==> src/rtl/uart_tx.sv <==
// rtl/uart_tx.sv - 8-bit UART transmitter, optional odd/even parity, LSB first
// Define UART_TX_STOP2_EN to send two stop bits instead of one.
module uart_tx #(
   parameter int BAUD_DIV = 868
) (
   input  logic       clk,
   input  logic       reset,
   input  logic [7:0] tx_data,
   input  logic [1:0] parity_type,
   input  logic       tx_start,
   output logic       tx_ready,
   output logic       tx,
   output logic       tx_busy,
   output logic       tx_done
);

   localparam logic [2:0] S_IDLE   = 3'd0;
   localparam logic [2:0] S_START  = 3'd1;
   localparam logic [2:0] S_DATA   = 3'd2;
   localparam logic [2:0] S_PARITY = 3'd3;
   localparam logic [2:0] S_STOP   = 3'd4;

   localparam logic [16:0] BIT_LOAD = 17'(BAUD_DIV - 1);
`ifdef UART_TX_STOP2_EN
   localparam logic [16:0] STOP_LOAD = 17'(2 * BAUD_DIV - 1);
`else
   localparam logic [16:0] STOP_LOAD = 17'(BAUD_DIV - 1);
`endif

   logic [2:0]  state;
   logic [16:0] baud_cnt;
   logic [2:0]  bit_idx;
   logic [7:0]  data_q;
   logic [1:0]  parity_q;
   logic        accept;
   logic        parity_en;
   logic        parity_bit;
   logic        bit_end;

   assign tx_busy    = (state != S_IDLE);
   assign tx_ready   = !tx_busy;
   assign accept     = tx_start && tx_ready;
   assign parity_en  = (parity_q == 2'b01) || (parity_q == 2'b10);
   assign parity_bit = (parity_q == 2'b01) ? ~^data_q : ^data_q;
   assign bit_end    = (baud_cnt == 17'd0);

   always_ff @(posedge clk or posedge reset) begin
      if (reset) begin
         state    <= S_IDLE;
         baud_cnt <= 17'd0;
         bit_idx  <= 3'd0;
         data_q   <= 8'h00;
         parity_q <= 2'b00;
         tx_done  <= 1'b0;
      end else begin
         tx_done <= 1'b0;
         case (state)
            S_IDLE: begin
               if (accept) begin
                  data_q   <= tx_data;
                  parity_q <= parity_type;
                  baud_cnt <= BIT_LOAD;
                  bit_idx  <= 3'd0;
                  state    <= S_START;
               end
            end
            S_START: begin
               if (bit_end) begin
                  baud_cnt <= BIT_LOAD;
                  state    <= S_DATA;
               end else begin
                  baud_cnt <= baud_cnt - 17'd1;
               end
            end
            S_DATA: begin
               if (bit_end) begin
                  // bit_idx wraps 7->0 only on the way out of DATA
                  if (bit_idx == 3'd7) begin
                     bit_idx  <= 3'd0;
                     state    <= parity_en ? S_PARITY : S_STOP;
                     baud_cnt <= parity_en ? BIT_LOAD : STOP_LOAD;
                  end else begin
                     bit_idx  <= bit_idx + 3'd1;
                     baud_cnt <= BIT_LOAD;
                  end
               end else begin
                  baud_cnt <= baud_cnt - 17'd1;
               end
            end
            S_PARITY: begin
               if (bit_end) begin
                  baud_cnt <= STOP_LOAD;
                  state    <= S_STOP;
               end else begin
                  baud_cnt <= baud_cnt - 17'd1;
               end
            end
            S_STOP: begin
               if (bit_end) begin
                  baud_cnt <= 17'd0;
                  tx_done  <= 1'b1;
                  state    <= S_IDLE;
               end else begin
                  baud_cnt <= baud_cnt - 17'd1;
               end
            end
            default: begin
               baud_cnt <= 17'd0;
               state    <= S_IDLE;
            end
         endcase
      end
   end

   // Line level decoded from state so reset returns tx high without waiting for a clock
   always_comb begin
      tx = 1'b1;
      case (state)
         S_START:  tx = 1'b0;
         S_DATA:   tx = data_q[bit_idx];
         S_PARITY: tx = parity_bit;
         default:  tx = 1'b1;
      endcase
   end

endmodule

==> config.mk <==
export PLATFORM = sky130hd
export DESIGN_NAME = uart_tx
export DESIGN_NICKNAME = d
export VERILOG_FILES = /design/src/rtl/uart_tx.sv
export SDC_FILE = /design/constraint.sdc
export NUM_CORES = 1
export LEC_CHECK = 0
export CAP_MARGIN = 30
export CORE_ASPECT_RATIO = 0.8
export CORE_UTILIZATION = 60
export DETAILED_ROUTE_END_ITERATION = 10
export DONT_BUFFER_PORTS = 1
export PLACE_DENSITY = 0.78
export SYNTH_ARGS = -nofsm -noshare
export SYNTH_HDL_FRONTEND = slang
export SYNTH_SLANG_ARGS = --single-unit
==> constraint.sdc <==
create_clock -name clk -period 4.85 [get_ports clk]
set_input_delay 0.97 -clock clk [delete_from_list [all_inputs] [get_ports clk]]
set_output_delay 0.97 -clock clk [all_outputs]
set_load 0.05 [all_outputs]
==> results <==
- The run finished with clean final reports.
- The pre-CTS setup slack is 1920 ps.
- The post-route minimum period is 3250 ps.
- The most used flip-flop cell after synthesis is dfrtp_1.
- In this run the count of I/O pins placed on the die edge is 17.
- Summed over all cells, the static leakage comes to between 0.8 and 0.9 nW.
- The worst setup path is launched from a flop.
- The routed layout has approximately 1,700 vias.
- The remaining routing DRC violations is 0.
- The number of gates resized after CTS was 0.
- Setup violations remaining at the end of the flow were counted as 0.
- The worst path arrival time is 2280 ps.
- TritonCTS built the clock tree.
- Cell internal power was estimated by the tool at roughly 0.66 mW.
- Setup repair after global routing left no endpoint under its margin.
- The weighted congestion reported at the end of routability-driven placement is ~0.86.
- The capture point of the worst reg-to-reg path is data_q[1]$_DFFE_PP0P_.
- The core outline area is 3200 um2.
- The hold violation count in the final report is 0.
- For hold timing, the worst endpoint is parity_q[1]$_DFFE_PP0P_.
- Max-cap violations in this run came to 0.
- The maximum number of pins on one net before global-route repair is 26.
- The hold buffer count at CTS is 0.
- The master cell of the clock root buffer is clkbuf_8.
- The die is slightly below 70 um wide.
- The wire-length estimate of the detail-placed layout is 3390 um.
- Dividing the detail-routed via count by the number of cells gives 6.78.
- The final cell utilization of the core is 0.689.
- The net count of the finished layout is 222.
- In the synthesized netlist, the cells that appear most often are 34 x dfrtp_1, 13 x mux2_2, 11 x nand2_1.
- The total power density per cell area is about 520 nW/um2.
- The worst register-to-register path begins at state[2]$_DFFE_PP0P_.
- The height of the die is 54.9 um.
- The setup slack of the worst register-to-register path is between 2000 and 2500 ps.
- The area of the die is 3740 um2.
- Of the total power, the clock network draws 0.175.
- The actual slew at the worst max-slew pin is 932 ps.
- The clock skew after layout is about 7.7 ps.
- The average footprint of a synthesized cell is 10.3 um2.
- After filler insertion, the fill cell instance count of the layout stands at around 240.
- Of the synthesized area, sequential elements account for 0.406.
- The clock reaches the later pin of the worst-skew pair after roughly 290 ps.
- The sum of routed wire length over all layers is approximately 4700 um.
- The net switching power is between 0.4 and 0.5 mW.
- Of the total power, combinational logic draws 0.437.
- The slowest stage of the critical path is the a311oi_2 cell.
- In the final layout, flip-flops and latches occupy about 850 um2.
- The maximum clock path buffer count is 2.
- The hold-critical path depth is 1.
- Of the available clock period, the critical path in the final layout requires 0.671.
- The count of non-filler cells in the finished layout is around 240.
- In this run the tightest slew margin relative to its limit is 0.382.
- Buffers added to address setup during post-CTS repair amount to 0.
- The total number of placement rows is 18.
- The remaining global-route overflow is 0.
- The critical path required time is ~3900 ps.
- The smallest setup slack after layout is 1600 ps.
- The number of I/O port buffers is 0.
- Counting tap cells, the placed design contains a total of about 240 instances.
- The post-detailed-placement cell area is about 2100 um2.
- IR analysis of the VDD net gives a maximum drop of 0.000339 V.
- Of the total power, registers draw 0.389.
- The first global-routing pass estimated between 7000 and 8000 um of wire.
- The critical path is of the reg -> out type.
- The warning count from the yosys run is 0.
- The via count of the first global-routing pass is about 1,500.
- Before antenna repair, the detailed router went through 5 iterations.
- The synthesized design spends more area on one cell type than any other, namely dfrtp_1.
- The worst setup path is captured at an output port.
- The fraction of final layout cells sized beyond drive strength 1 is 0.191.
- Synthesis inferred 34 register bits.
- After clock tree synthesis, the clock-pin slew on the worst setup and hold paths is approximately 70 ps.
- In the post-synthesis netlist, the biggest area contributors are dfrtp_1 41%, mux2_2 7.0%, ha_1 3.0%, a31oi_1 2.7%, xnor2_1 2.5%.
- The violation count after the first detailed-routing iteration is about 140.
- The synthesized netlist net count is approximately 220.
- Yosys mapped a number of flops with a built-in enable equal to 0.
- Of all flip-flops after synthesis, the portion carrying an async set or reset was 1.00.
- The logic depth of the worst register-to-register path is 4.
- The starting density of the core is 0.656.
- The multi-input combinational cells in the finished layout cover a total of between 1000 and 1500 um2.
- In the synthesized netlist, the number of instances is between 200 and 250.
- Derived from the worst setup path, the maximum achievable clock frequency is a little over 300 MHz.
- The per-cell routed wire length is between 15 and 20 um.
- Among all cell types in the netlist, the one instantiated most often is dfrtp_1.
- The mapped cell area is between 2000 and 2500 um2.
- Buffers inserted during clock tree synthesis total 5.
- The number of diodes is 0.
- Walking the worst path, the cells encountered are ha_1 > xnor2_1 > xnor3_1 > o32ai_1 > a311oi_2.
- The number of distinct library cell variants in the gate-level netlist after synthesis is 53.
- The final standard cell area without fillers is approximately 2200 um2.
- The H-tree was split into 2 levels.
- The final antenna-violating net count is 0.
- Of the total power, the share spent switching nets is 0.425.
- In the global route stage, overall resource usage came out at 0.280.
- Adding up every negative setup slack in the final design gives 0 ps.
- The largest single stage delay on the critical path is 810 ps.
- The worst min-delay path category is reg -> reg.
- The number of antenna violations at the first check in global routing is 0.
- The maximum fanout along the worst path is 2.
- The number of pins with negative max-slew slack in the final report is 0.
- The clock sink count is 34.
- The hold path startpoint is parity_q[1]$_DFFE_PP0P_.
- From synthesis to final layout, the design area changed by 5.01%.
- The fraction of synthesized cell area taken by the top area cell type is 0.406.
[layout make-up]
class	instances	share of cell area
Timing Repair Buffer	3	0.00909
Multi-Input combinational cell	150	0.529
Clock buffer	5	0.0313
Tap cell	40	0.0227
Inverter	10	0.0170
Clock inverter	2	0.00455
Sequential cell	34	0.386
[flip-flops by register name, summed over array words and instances, names as in the netlist]
signal    count
tx_done       1
baud_cnt     17
state         3
bit_idx       3
parity_q      2
data_q        8
[worst max-delay path: cells and delay by family, from the launching register on]
family / cells / cell delay, ps
flip-flops: 1 / 390
AO/OA/AOI/OAI: 2 / 920
adder cells (fa/ha/maj): 1 / 210
XOR/XNOR: 2 / 470
[worst max-delay path by stage]
stage | from | to | slack [ps] | cells past startpoint
after floorplan | parity_q[0]$_DFFE_PP0P_ | tx | 1560 | 5
after global placement | parity_q[0]$_DFFE_PP0P_ | tx | 1920 | 5
after detailed placement | parity_q[0]$_DFFE_PP0P_ | tx | 1920 | 5
after CTS | parity_q[0]$_DFFE_PP0P_ | tx | 1580 | 5
after global routing | parity_q[0]$_DFFE_PP0P_ | tx | 1520 | 5
final | parity_q[0]$_DFFE_PP0P_ | tx | 1600 | 5
[per-layer routing]
metal  wire length [um]  up-vias  GRT usage
met5                  0        -          0
met4                 82        0      0.108
met3                344       13     0.0896
met2               2030       57      0.384
met1               2210      811      0.404
li1                   -      773          -
[power by group through the flow]
| stage | Sequential (mW) | Clock, mW | Combinational (mW) |
|---|---|---|---|
| floorplan | 0.417 | 0 | 0.418 |
| global placement | 0.439 | 0 | 0.473 |
| detailed placement | 0.450 | 0 | 0.487 |
| CTS | 0.445 | 0.205 | 0.491 |
| global route | 0.460 | 0.214 | 0.546 |
| finish | 0.447 | 0.201 | 0.502 |
[logic make-up after synthesis]
family | share of synthesized area
xor gates and xnor gates | 0.0483
DFF | 0.406
buffers and inverters | 0.0418
muxes | 0.106
adders and majority gates | 0.0298
AOI/OAI and AO/OA | 0.150
and+or+nand+nor | 0.218
[metrics by stage]
step                total power [mW]  hold WS, ps
floorplan                      0.835          479
global placement               0.912          492
detailed placement             0.937          499
CTS                             1.14          513
global route                    1.22          545
finish                          1.15          514
[cells in the final DEF (no fill, tap or decap), types with 3 or more instances in the layout]
master and count:
nor4_1 5, or4_1 5, xnor2_1 6, mux2i_1 3, nand3_1 7, dfrtp_1 34
a21oi_1 9, ha_1 5, nand2_1 11, mux2_2 13, o22ai_1 3, a31oi_1 9
o21ai_0 6, clkbuf_8 5, nand4_1 4, xor2_1 3, nor3_1 5, nor2_1 10
inv_1 10, or3_1 4
(Power assumes the default switching activity.)
